File: src/rtl/uart_pkg.sv
// Shared UART definitions used by both the transmitter and the receiver:
// FSM state encoding, default clock/line rates and the bit-period helper.
package uart_pkg;

    localparam int DEF_CLK_FREQ = 100_000_000;
    localparam int DEF_BAUD     = 19_200;

    typedef logic [2:0] state_t;

    localparam logic [2:0] ST_IDLE   = 3'd0;
    localparam logic [2:0] ST_START  = 3'd1;
    localparam logic [2:0] ST_DATA   = 3'd2;
    localparam logic [2:0] ST_PARITY = 3'd3;
    localparam logic [2:0] ST_STOP   = 3'd4;

    function automatic int clks_per_bit(input int clk_freq, input int baud);
        return clk_freq / baud;
    endfunction

endpackage

File: src/rtl/uart_baud_gen.sv
// Bit-period counter: counts 0..CLKS_PER_BIT-1 and flags the wrap cycle.
// pre_tick marks the cycle before the wrap so callers can register outputs that must line up with it.
module uart_baud_gen #(
    parameter int CLKS_PER_BIT = 5208
) (
    input  logic clk,
    input  logic reset,
    input  logic clear,
    output logic bit_tick,
    output logic pre_tick
);

    localparam int CNT_W = (CLKS_PER_BIT > 1) ? $clog2(CLKS_PER_BIT) : 1;
    localparam logic [CNT_W-1:0] LAST = CNT_W'(CLKS_PER_BIT - 1);
    localparam logic [CNT_W-1:0] PRE  = CNT_W'(CLKS_PER_BIT - 2);

    logic [CNT_W-1:0] count;

    always_ff @(posedge clk or negedge reset) begin
        if (!reset) begin
            count <= '0;
        end else if (clear || count == LAST) begin
            count <= '0;
        end else begin
            count <= count + CNT_W'(1);
        end
    end

    assign bit_tick = !clear && (count == LAST);
    assign pre_tick = !clear && (count == PRE);

endmodule

File: src/rtl/uart_tx.sv
// UART transmitter: start bit, DATA_BITS data bits LSB first, one stop bit.
// Define UART_TX_PARITY_EN to insert an even-parity bit between data and stop.
import uart_pkg::*;

module uart_tx #(
    parameter int CLK_FREQ  = DEF_CLK_FREQ,
    parameter int BAUD      = DEF_BAUD,
    parameter int DATA_BITS = 8
) (
    input  logic                 clk,
    input  logic                 reset,
    input  logic                 tx_start,
    input  logic [DATA_BITS-1:0] tx_data,
    output logic                 tx,
    output logic                 tx_busy,
    output logic                 tx_done
);

    localparam int CLKS_PER_BIT = clks_per_bit(CLK_FREQ, BAUD);
    localparam int IDX_W = (DATA_BITS > 1) ? $clog2(DATA_BITS) : 1;
    localparam logic [IDX_W-1:0] LAST_IDX = IDX_W'(DATA_BITS - 1);

    logic [2:0]           state;
    logic [IDX_W-1:0]     bit_idx;
    logic [DATA_BITS-1:0] shreg;
    logic                 bit_tick;
    logic                 pre_tick;
    logic                 accept;
`ifdef UART_TX_PARITY_EN
    logic                 parity;
`endif

    assign accept = (state == ST_IDLE) && tx_start;

    // Counter is held at zero while idle so START always gets a full bit period.
    uart_baud_gen #(
        .CLKS_PER_BIT(CLKS_PER_BIT)
    ) u_baud_gen (
        .clk     (clk),
        .reset   (reset),
        .clear   (state == ST_IDLE),
        .bit_tick(bit_tick),
        .pre_tick(pre_tick)
    );

    always_ff @(posedge clk) begin
        if (accept) begin
            shreg <= tx_data;
        end else if (state == ST_DATA && bit_tick) begin
            shreg <= shreg >> 1;
        end
    end

`ifdef UART_TX_PARITY_EN
    always_ff @(posedge clk) begin
        if (accept) begin
            parity <= ^tx_data;
        end
    end
`endif

    // tx is driven from a register one step ahead of the state it belongs to,
    // so each transition also loads the line level of the next bit.
    always_ff @(posedge clk or negedge reset) begin
        if (!reset) begin
            state   <= ST_IDLE;
            bit_idx <= '0;
            tx      <= 1'b1;
            tx_busy <= 1'b0;
            tx_done <= 1'b0;
        end else begin
            tx_done <= 1'b0;
            case (state)
                ST_IDLE: begin
                    tx      <= 1'b1;
                    tx_busy <= 1'b0;
                    if (tx_start) begin
                        state   <= ST_START;
                        tx      <= 1'b0;
                        tx_busy <= 1'b1;
                    end
                end
                ST_START: begin
                    if (bit_tick) begin
                        state   <= ST_DATA;
                        bit_idx <= '0;
                        tx      <= shreg[0];
                    end
                end
                ST_DATA: begin
                    if (bit_tick) begin
                        if (bit_idx == LAST_IDX) begin
`ifdef UART_TX_PARITY_EN
                            state <= ST_PARITY;
                            tx    <= parity;
`else
                            state <= ST_STOP;
                            tx    <= 1'b1;
`endif
                        end else begin
                            bit_idx <= bit_idx + IDX_W'(1);
                            tx      <= shreg[1];
                        end
                    end
                end
`ifdef UART_TX_PARITY_EN
                ST_PARITY: begin
                    if (bit_tick) begin
                        state <= ST_STOP;
                        tx    <= 1'b1;
                    end
                end
`endif
                ST_STOP: begin
                    if (pre_tick) begin
                        tx_done <= 1'b1;
                    end
                    if (bit_tick) begin
                        state   <= ST_IDLE;
                        tx      <= 1'b1;
                        tx_busy <= 1'b0;
                    end
                end
                default: begin
                    state   <= ST_IDLE;
                    tx      <= 1'b1;
                    tx_busy <= 1'b0;
                end
            endcase
        end
    end

endmodule

File: config.mk
export PLATFORM = sky130hd
export DESIGN_NAME = uart_tx
export DESIGN_NICKNAME = d
export VERILOG_FILES = /design/src/rtl/uart_pkg.sv /design/src/rtl/uart_baud_gen.sv /design/src/rtl/uart_tx.sv
export SDC_FILE = /design/constraint.sdc
export NUM_CORES = 1
export LEC_CHECK = 0
export BUFFER_PORTS_ARGS = -buffer_cell sky130_fd_sc_hd__buf_4
export CORE_MARGIN = 2
export CORE_UTILIZATION = 52
export DETAILED_ROUTE_END_ITERATION = 6
export PLACE_DENSITY_LB_ADDON = 0.2
export RECOVER_POWER = 25
export SLEW_MARGIN = 20
export SYNTH_ARGS = -nofsm -noshare
export SYNTH_HDL_FRONTEND = slang
export SYNTH_SLANG_ARGS = --single-unit
File: constraint.sdc
create_clock -name clk -period 2.25 [get_ports clk]
set_input_delay 0.45 -clock clk [delete_from_list [all_inputs] [get_ports clk]]
set_output_delay 0.45 -clock clk [all_outputs]
set_load 0.01 [all_outputs]
==> results.py, run 1 <==
metrics = {
    "timing": {
        "min_period_ns": 2.114,
        "setup_viol": 0,
        "hold_ws_ns": 0.4170,
        "rsz0062_at_grt": "false",
        "clock_skew_ns": 0.01253,
        "max_slew_margin_pct": 21.96,
        "setup_tns_ns": 0,
        "worstMarginPinSlew_ns": 1.171,
        "maxSlewViolCount": 0,
        "max_freq_mhz": 472.9,
        "period_share_pct": 93.97,
        "hold_violations": 0,
    },
    "global_routing": {
        "antenna_found_initial": 0,
        "grt_max_degree": 23,
        "grt_first_pass_wirelength_mm": 4.761,
        "grt_pass1_vias": 1067,
        "track_usage_pct": 18.81,
        "grt_overflow": 0,
    },
    "worst_hold_path": {
        "min_from": "tx_data[1]",
        "hold_class": "input port to flip-flop",
    },
    "critical_path": {
        "worst_setup_path_start_kind": "flip-flop",
        "cp_top_family": "simple AND/OR/NAND/NOR gates",
        "cp_slowest_cell": "or4_1",
        "crit_buf_inv": 0,
        "cp_data_arrival_time_ns": 2.35,
        "crit_start": "bit_idx[0]",
        "critical_path.cell_chain": "ha_1, ha_1, or2_2, and2_1, or4_1, a22o_1",
        "cp_common_cell": "ha_1",
        "critPathMaxStageDelay_ns": 0.43,
        "endpoint_kind": "flip-flop",
        "crit_required_ns": 2.48,
        "cp_max_fo": 4,
        "critPathKind": "flip-flop to flip-flop",
        "worstReg2RegStart": "bit_idx[0]",
    },
    "finish": {
        "finalNetCount": 171,
        "diodes": 0,
        "final_util_pct": 62.75,
        "area.growth.synth_to_final_pct": 13.64,
        "final_cell_count_no_fill": 188,
        "layout-drive-gt1-share_pct": 23.57,
    },
    "logic_synthesis": {
        "yosysWarnings": 0,
        "synthesis.area_um2": 1523,
        "ys_types": 37,
        "async_reset_ff_share_pct": 73.33,
        "synth_edf_count": 8,
        "synth-main-ff-cell": "dfrtp_1",
        "synth.yosys.seq_area_share_pct": 52.01,
        "synth_cells": 137,
        "synth-seq-cells": 30,
        "synth.avg_cell_area_um2": 11.11,
        "synth_fp_nets": 152,
    },
    "floorplanning": {
        "rows": 19,
        "die-area_um2": 3377,
        "core_um2": 2758,
        "fp.dieW_um": 58.12,
        "ios": 14,
        "initial_core_util_pct": 55.22,
        "die_y_um": 58.12,
    },
    "cts": {
        "post_cts_resized": 0,
        "ctsRootBufferMaster": "clkbuf_4",
        "cts_max_level": 2,
        "cts_buffers": 5,
        "cts_sinks": 30,
        "clk_latency_ns": 0.33,
        "clk_pin_slew_ns": 0.10,
        "cts.path.max_buffers": 2,
        "cts_tree": "done",
    },
    "place": {
        "dp_hpwl_mm": 1.955,
        "place_inst": 179,
        "port_buffers": 13,
        "routabilityCongestion": 0.7631,
    },
    "routing": {
        "drc": 0,
        "ant_nets": 0,
        "post_drt_via_cell_ratio": 5.707,
        "vias": 1073,
        "totalWireLength_mm": 2.747,
        "drtIter0Drc": 28,
        "wire_per_inst_um": 14.61,
        "firstDrtPassIters": 4,
    },
    "power_and_ir_drop": {
        "power_uw": 1202,
        "ir_drop_v": 0.0005364,
        "p_per_area_nw_per_um2": 694.7,
        "power.leakage_uw": 0.0007693,
    },
    "flow_run": {
        "max_cap_violations": 0,
    },
    "outcome": {
        "status": "completed",
    },
}
==> through the flow <==
stage               worst slack [ns]  area [µm²]
finish                        0.1356        1730
global route                 0.07507        1730
CTS                           0.1424        1734
detailed placement            0.1629        1670
global placement              0.2535        1670
floorplan                    0.02209        1523
==> timing repair <==
item                                   CTS  global route
hold buffers                             1             0
buffers inserted                         0             0
endpoints found under the hold margin   21             0
==> worst paths after layout <==
| path | end | slack [ns] | cells past startpoint |
|---|---|---|---|
| min in group asynchronous | bit_idx[2] | 0.86 | 2 |
| worst max register to register | bit_idx[1] | 0.14 | 6 |
| max in group asynchronous | u_baud_gen.count[12] | 0.68 | 2 |
| worst min-delay path | shreg[1] | 0.42 | 2 |
| worst min register to register | u_baud_gen.count[0] | 0.52 | 1 |
| worst max-delay path | bit_idx[1] | 0.14 | 6 |
==> final cells by class <==
type | instances | area, µm²
Fill cell | 242 | 1027
Sequential cell | 30 | 792.0
Multi-Input combinational cell | 96 | 689.4
Timing Repair Buffer | 19 | 141.4
Tap cell | 31 | 38.79
Clock buffer | 5 | 37.54
Clock inverter | 3 | 16.27
Inverter | 4 | 15.01
==> cell usage after synthesis, types with 2 or more instances <==
cell | instances | share of area, %
inv_1 | 4 | 0.99
a22o_1 | 2 | 1.2
edfxtp_1 | 8 | 16
xnor2_1 | 2 | 1.2
nand4_1 | 5 | 2.1
mux2i_1 | 2 | 1.3
nand3_1 | 5 | 1.6
mux2_2 | 7 | 5.2
ha_1 | 4 | 3.3
nand3b_1 | 2 | 0.99
nor2_1 | 19 | 4.7
o31ai_1 | 3 | 1.5
nand2_1 | 6 | 1.5
clkbuf_1 | 5 | 1.2
and4_1 | 2 | 1.2
nor4bb_1 | 2 | 1.3
or2_2 | 3 | 1.2
and3_1 | 2 | 0.82
dfrtp_1 | 21 | 35
or4_1 | 2 | 0.99
xor2_1 | 10 | 5.8
and2_1 | 3 | 1.2
buf_1 | 2 | 0.49
nor3_1 | 3 | 0.99
==> sequential cells by signal, summed over array words and instances (netlist names) <==
| name | flops |
|---|---|
| bit_idx | 3 |
| shreg | 8 |
| tx | 1 |
| u_baud_gen.count | 13 |
| state | 3 |
| tx_done | 1 |
| tx_busy | 1 |
==> routing by layer <==
metal | wire length (µm) | track usage, % | part of all wire (%)
met5 | 0 | 0 | 0
met4 | 48 | 10.96 | 1.7
met3 | 102 | 5.134 | 3.7
met2 | 1328 | 29.22 | 48
met1 | 1268 | 23.55 | 46
==> kinds of logic (layout without fill, tap and decap cells) <==
family / Yosys count / count (layout) / synth area share [%]
AOI/OAI and AO/OA: 11 / 11 / 5.423
xor gates and xnor gates: 12 / 12 / 6.902
adders and majority gates: 4 / 4 / 3.287
buffers and inverters: 11 / 31 / 2.712
DFF: 30 / 30 / 52.01
muxes: 9 / 9 / 6.492
and+or+nand+nor: 60 / 60 / 23.17
==> layout by cell type, fill, tap and decap left out, types with 2 or more instances in the layout <==
cell       n
xor2_1    10
o31ai_1    3
mux2i_1    2
inv_1      4
nand2_1    6
buf_4     17
or4_1      2
and4_1     2
nor4bb_1   2
a22o_1     2
nor2_1    19
nand3_1    5
nand3b_1   2
nor3_1     3
or2_2      3
xnor2_1    2
and2_1     3
edfxtp_1   8
dfrtp_1   21
clkbuf_4   5
ha_1       4
and3_1     2
nand4_1    5
mux2_2     7
==> power breakdown <==
| group | internal (µW) | switching [µW] |
|---|---|---|
| combinational | 103 | 92.3 |
| clock | 116 | 190 |
| sequential | 623 | 79.0 |
| total | 841 | 361 |
No activity file was read; power rests on OpenSTA's default activity.
==> run 2: changes to the inputs <==
- ABC_AREA: not set -> 1
- PLACE_DENSITY_LB_ADDON: 0.2 -> 0.1
==> run 2 against run 1 <==
  * The flow now finishes with violations (design-rule violations)
  * Die area is 2.0% higher
  * Global-route usage is 0.19 points higher
  * Synthesized area is 2.1% higher
  * Register-to-register slack better by 0.49 ns
==> results.py, run 2 <==
metrics = {
    "power_and_ir_drop": {
        "p_per_area_nw_per_um2": 1002,
        "ir_drop_v": 0.0005291,
        "p_comb_share_pct": 37.9,
        "switching_share_pct": 38.93,
        "switchingPower_uw": 675.6,
        "power.leakage_uw": 0.0008293,
        "p_clk_share_pct": 16.6,
        "p_int_uw": 1060,
        "power_frac_seq_pct": 45.5,
    },
    "outcome": {
        "violations": "design-rule violations",
        "status": "complete, but fails checks",
    },
    "global_routing": {
        "track_usage_pct": 19.00,
        "grt_first_pass_wirelength_mm": 4.761,
        "grt_max_degree": 23,
        "grt_pass1_vias": 1116,
        "antenna_found_initial": 0,
        "grt_overflow": 0,
    },
    "place": {
        "dp_hpwl_mm": 2.005,
        "port_buffers": 13,
        "routabilityCongestion": 0.7734,
        "place_inst": 216,
    },
    "worst_hold_path": {
        "hold_end": "shreg[7]",
        "min_from": "tx_data[7]",
        "whs_path_depth": 3,
        "hold_class": "input port to flip-flop",
    },
    "logic_synthesis": {
        "yosysWarnings": 0,
        "synth_common_cells": "42 x nand2_1, 21 x dfrtp_1, 20 x inv_1",
        "synth_area_leaders": "dfrtp_1 34%, edfxtp_1 15%, nand2_1 10%, inv_1 4.8%, nor2_1 4.3%",
        "synth.yosys.seq_area_share_pct": 50.93,
        "synthesis.area_um2": 1555,
        "synth_edf_count": 8,
        "ys_types": 28,
        "synth_cells": 173,
        "synth_fp_nets": 188,
        "synth_top_area_share_pct": 33.79,
        "synth_top_area_cell": "dfrtp_1",
        "synth-main-ff-cell": "dfrtp_1",
        "async_reset_ff_share_pct": 73.33,
        "synth-seq-cells": 30,
        "synth.most_common_cell": "nand2_1",
        "synth.avg_cell_area_um2": 8.990,
    },
    "flow_run": {
        "max_cap_violations": 0,
    },
    "cts": {
        "cts_sinks": 30,
        "cts.path.max_buffers": 2,
        "cts_tree": "done",
        "cts_max_level": 2,
        "clk_latency_ns": 0.34,
        "cts_buffers": 5,
        "ctsRootBufferMaster": "clkbuf_4",
        "clk_pin_slew_ns": 0.09,
    },
    "finish": {
        "final_common_cell": "nand2_1",
        "fillers": 264,
        "largest_register_ffs": 13,
        "layout-drive-gt1-share_pct": 19.07,
        "multi_input_area_um2": 661.9,
        "top_register": "u_baud_gen.count",
        "layout_common_cells": "42 x nand2_1, 21 x dfrtp_1, 20 x inv_1, 18 x nor2_1, 13 x buf_4",
        "final_util_pct": 61.73,
        "final_cell_count_no_fill": 225,
        "seq_area_um2": 792.0,
        "top_regs": "u_baud_gen.count x13, shreg x8",
        "finalNetCount": 208,
        "area.growth.synth_to_final_pct": 11.34,
        "diodes": 0,
    },
    "critical_path": {
        "cp_max_fo": 8,
        "critical_path.cell_chain": "ha_1, nand3_1, nor2_1, nand2_1, o21ai_0, buf_4",
        "critPathMaxStageDelay_ns": 0.42,
        "r2r_slack_ns": 0.63,
        "reg2regPathDepth": 6,
        "cp_data_arrival_time_ns": 1.66,
        "cp_slowest_cell": "dfrtp_1",
        "crit_buf_inv": 1,
        "endpoint_kind": "flip-flop",
        "worst_setup_path_start_kind": "flip-flop",
        "worstReg2RegStart": "u_baud_gen.count[0]",
        "cp_top_family": "flip-flops",
        "r2r_end": "shreg[2]",
        "critPathKind": "flip-flop to flip-flop",
        "crit_required_ns": 2.29,
    },
    "floorplanning": {
        "ios": 14,
        "initial_core_util_pct": 55.44,
        "fp.dieW_um": 58.69,
        "rows": 19,
        "die_y_um": 58.69,
        "core_um2": 2805,
        "die-area_um2": 3445,
    },
    "timing": {
        "period_share_pct": 72.13,
        "hold_violations": 0,
        "max_slew_margin_pct": 22.37,
        "min_period_ns": 1.623,
        "setup_viol": 0,
        "worstMarginPinSlew_ns": 1.165,
        "maxSlewViolCount": 0,
        "rsz0062_at_grt": "false",
        "max_freq_mhz": 616.2,
        "setup_tns_ns": 0,
        "clock_skew_ns": 0.02169,
    },
    "routing": {
        "drtIter0Drc": 42,
        "drc": 1,
        "ant_nets": 0,
        "vias": 1150,
        "firstDrtPassIters": 6,
        "wire_per_inst_um": 12.07,
        "totalWireLength_mm": 2.715,
        "post_drt_via_cell_ratio": 5.111,
    },
}
==> run 2: cell types whose count changed after synthesis, moves of 4 or more <==
cell / before / now
a21oi_1: 1 / 5
nand3_1: 5 / 10
nand2_1: 6 / 42
xor2_1: 10 / 4
nor3_1: 3 / 7
clkbuf_1: 5 / 0
inv_1: 4 / 20
==> run 2: stage by stage <==
step	total power, µW	setup WS, ns	hold WS (ns)	cell area [µm²]
finish	1735	0.6270	0.4206	1732
global route	1894	0.4144	0.3975	1732
CTS	1762	0.6152	0.3960	1735
detailed placement	1461	0.6328	0.3563	1677
global placement	1437	0.6569	0.3533	1677
floorplan	1320	0.3211	0.1544	1555
==> run 2: how the worst max path moves through the flow <==
stage,start,to,depth (start not counted)
2_1_floorplan,u_baud_gen.count[0],shreg[0],5
3_3_place_gp,u_baud_gen.count[0],shreg[7],6
3_5_place_dp,u_baud_gen.count[0],shreg[4],6
4_1_cts,u_baud_gen.count[0],u_baud_gen.count[8],6
5_1_grt,u_baud_gen.count[0],u_baud_gen.count[8],6
6_report,u_baud_gen.count[0],shreg[2],6
==> run 2: layout make-up <==
| type | count | share of cell area (%) |
|---|---|---|
| sequential | 30 | 45.74 |
| multi-input combinational | 120 | 38.22 |
| timing repair buffer | 15 | 6.431 |
| inverter | 21 | 4.552 |
| tap | 31 | 2.240 |
| clock buffer | 5 | 2.168 |
| clock inverter | 3 | 0.6503 |
==> run 2: cell families after synthesis <==
family                     after synthesis  share of synthesized area (%)
adders and majority gates                4                          3.218
muxes                                    6                          4.344
xor gates and xnor gates                 5                          2.816
and+or+nand+nor                         96                          29.04
AOI/OAI and AO/OA                        9                          3.137
buffers and inverters                   23                          6.516
DFF                                     30                          50.93
==> run 2: routing by layer <==
| layer | vias to the layer above | global-route usage (%) | share of wire, % |
|---|---|---|---|
| li1 | 607 | - | - |
| met1 | 516 | 24.79 | 50 |
| met2 | 25 | 28.57 | 45 |
| met3 | 2 | 4.615 | 4.2 |
| met4 | 0 | 11.69 | 0.70 |
| met5 | - | 0 | 0 |
==> run 2: repair_timing <==
item                       CTS  global route
gates resized for setup      0             0
hold endpoints to repair    21             0
buffers inserted             0             0
hold buffers                 1             0
setup endpoints to repair    0             0
==> run 2: worst min-delay path, cell delays in order <==
cell and delay (ns):
buf_4 0.07, inv_1 0.03, nor2_1 0.08
==> run 2: power groups by stage <==
stage / registers, µW / logic [µW] / clock network [µW]
final: 789 / 658 / 288
after global routing: 807 / 759 / 328
after CTS: 791 / 667 / 304
after detailed placement: 802 / 659 / 0
after global placement: 794 / 643 / 0
after floorplan: 793 / 527 / 0
==> run 3: changes to the inputs <==
- CORE_UTILIZATION: 52 -> 58
- clock period: 2.25 -> 1.6 ns (I/O delays scaled with it)
==> run 3 against run 2 <==
  * Largest power group unchanged
  * Combinational power is 52% higher
  * Sequential power rose by 41%
  * Clock skew fell by 0.0071 ns
  * The run now ends clean
  * Non-clock buffer count grew 4
  * Setup slack lost 0.52 ns
  * Critical path type unchanged
  * Largest cell class unchanged
==> results.py, run 3 (synthesis gave the netlist of run 2 again) <==
metrics = {
    "finish": {
        "top_register": "u_baud_gen.count",
        "final_util_pct": 71.22,
        "diodes": 0,
        "top_regs": "u_baud_gen.count x13, shreg x8",
        "finalNetCount": 212,
        "layout_common_cells": "40 x nand2_1, 21 x dfrtp_1, 20 x inv_1, 17 x buf_4, 16 x nor2_1",
        "largest_register_ffs": 13,
        "final_common_cell": "nand2_1",
        "area.growth.synth_to_final_pct": 14.48,
        "fillers": 188,
        "layout-drive-gt1-share_pct": 24.24,
    },
    "worst_hold_path": {
        "hold_class": "input port to flip-flop",
        "min_from": "tx_data[1]",
    },
    "routing": {
        "wire_per_inst_um": 12.44,
        "post_drt_via_cell_ratio": 5.342,
        "firstDrtPassIters": 4,
        "vias": 1218,
        "ant_nets": 0,
        "totalWireLength_mm": 2.836,
        "drtIter0Drc": 47,
        "drc": 0,
    },
    "floorplanning": {
        "die_y_um": 55.78,
        "die-area_um2": 3111,
        "core_um2": 2500,
        "fp.dieW_um": 55.78,
        "ios": 14,
        "rows": 18,
        "initial_core_util_pct": 62.21,
    },
    "place": {
        "post-place-ws_ns": 0.1007,
        "routabilityCongestion": 0.8150,
        "dp_hpwl_mm": 2.140,
        "port_buffers": 13,
    },
    "cts": {
        "cts_max_level": 2,
        "clk_pin_slew_ns": 0.09,
        "cts_sinks": 30,
        "clk_latency_ns": 0.32,
        "post_cts_buffers": 0,
        "cts.path.max_buffers": 2,
        "cts_buffers": 5,
        "ctsRootBufferMaster": "clkbuf_4",
        "cts_tree": "done",
    },
    "flow_run": {
        "max_cap_violations": 0,
    },
    "timing": {
        "hold_ws_ns": 0.2939,
        "worst_slack_ns": 0.1056,
        "rsz0062_at_grt": "false",
        "setup_tns_ns": 0,
        "maxSlewViolCount": 0,
        "hold_violations": 0,
        "clock_skew_ns": 0.01458,
        "setup_viol": 0,
        "min_period_ns": 1.494,
        "max_freq_mhz": 669.2,
        "period_share_pct": 93.40,
        "max_slew_margin_pct": 64.30,
        "worstMarginPinSlew_ns": 0.5355,
    },
    "global_routing": {
        "grt_overflow": 0,
        "track_usage_pct": 20.07,
        "use_met3_pct": 7.907,
        "antenna_found_initial": 0,
        "grt_first_pass_wirelength_mm": 4.774,
        "met2_usage_pct": 31.80,
        "busiest_layer": "met2",
        "grt_pass1_vias": 1165,
        "grt_max_degree": 23,
        "grt_util_met1_pct": 23.90,
    },
    "critical_path": {
        "worstReg2RegStart": "u_baud_gen.count[7]",
        "cp_slowest_cell": "dfrtp_1",
        "crit_buf_inv": 1,
        "critPathKind": "flip-flop to flip-flop",
        "crit_required_ns": 1.63,
        "cp_max_fo": 8,
        "cp_data_arrival_time_ns": 1.52,
        "crit_start": "u_baud_gen.count[7]",
        "worst_setup_path_start_kind": "flip-flop",
        "cp_top_family": "simple AND/OR/NAND/NOR gates",
        "critPathMaxStageDelay_ns": 0.44,
        "critical_path.cell_chain": "nor2_1, nand2_1, nor2_2, nand2_2, o21ai_2, buf_4",
        "endpoint_kind": "flip-flop",
    },
    "power_and_ir_drop": {
        "p_per_area_nw_per_um2": 1412,
        "power.leakage_uw": 0.0008573,
        "ir_drop_v": 0.001088,
        "power_uw": 2514,
    },
    "outcome": {
        "status": "completed",
    },
}
==> run 3: through the flow <==
stage,instances,instance area [µm²]
after detailed placement,219,1709
after global routing,228,1780
final,228,1780
after CTS,228,1768
after floorplan,173,1559
after global placement,219,1709
==> run 3: worst register-to-register path, delay by kind of cell (launching register included) <==
kind,cells,cell delay (ns)
compound gates,1,0.11
buf+inv,1,0.18
flops,1,0.44
simple gates,4,0.46
==> run 3: repair_timing <==
item                                    in CTS  in global routing
endpoints found under the setup margin       0                 20
resized for setup                            0                  5
hold endpoints to repair                    21                  0
hold buffers                                 1                  0
==> run 3: report_power, final <==
part	total, µW	internal (µW)	switching (µW)
Clock	412	175	238
Combinational	997	366	631
Sequential	1110	1000	104
Total	2510	1540	973
==> run 3: worst paths after layout <==
check / end / cells after the start / slack, ns
setup / recovery: shreg[7] / 6 / 0.11
hold / removal: shreg[1] / 2 / 0.29
setup reg to reg: shreg[7] / 6 / 0.11
hold reg to reg: tx / 2 / 0.49
max in group asynchronous: u_baud_gen.count[0] / 2 / 0.73
min in group asynchronous: u_baud_gen.count[11] / 2 / 0.50
==> run 3: final cells by class <==
class                   instances  area (µm²)  area share, %
clock buffers                   8       48.80          2.741
inverters                      21       78.83          4.427
multi-input cells             120       680.7          38.23
flip-flops and latches         30       792.0          44.48
well taps                      30       37.54          2.108
repair buffers                 19       142.6          8.011
==> run 3: layer usage <==
layer | vias to the layer above | share of wire [%] | routed length (µm)
li1 | 612 | - | -
met1 | 555 | 45 | 1263
met2 | 40 | 47 | 1327
met3 | 11 | 5.9 | 166
met4 | 0 | 2.8 | 79
met5 | - | 0 | 0
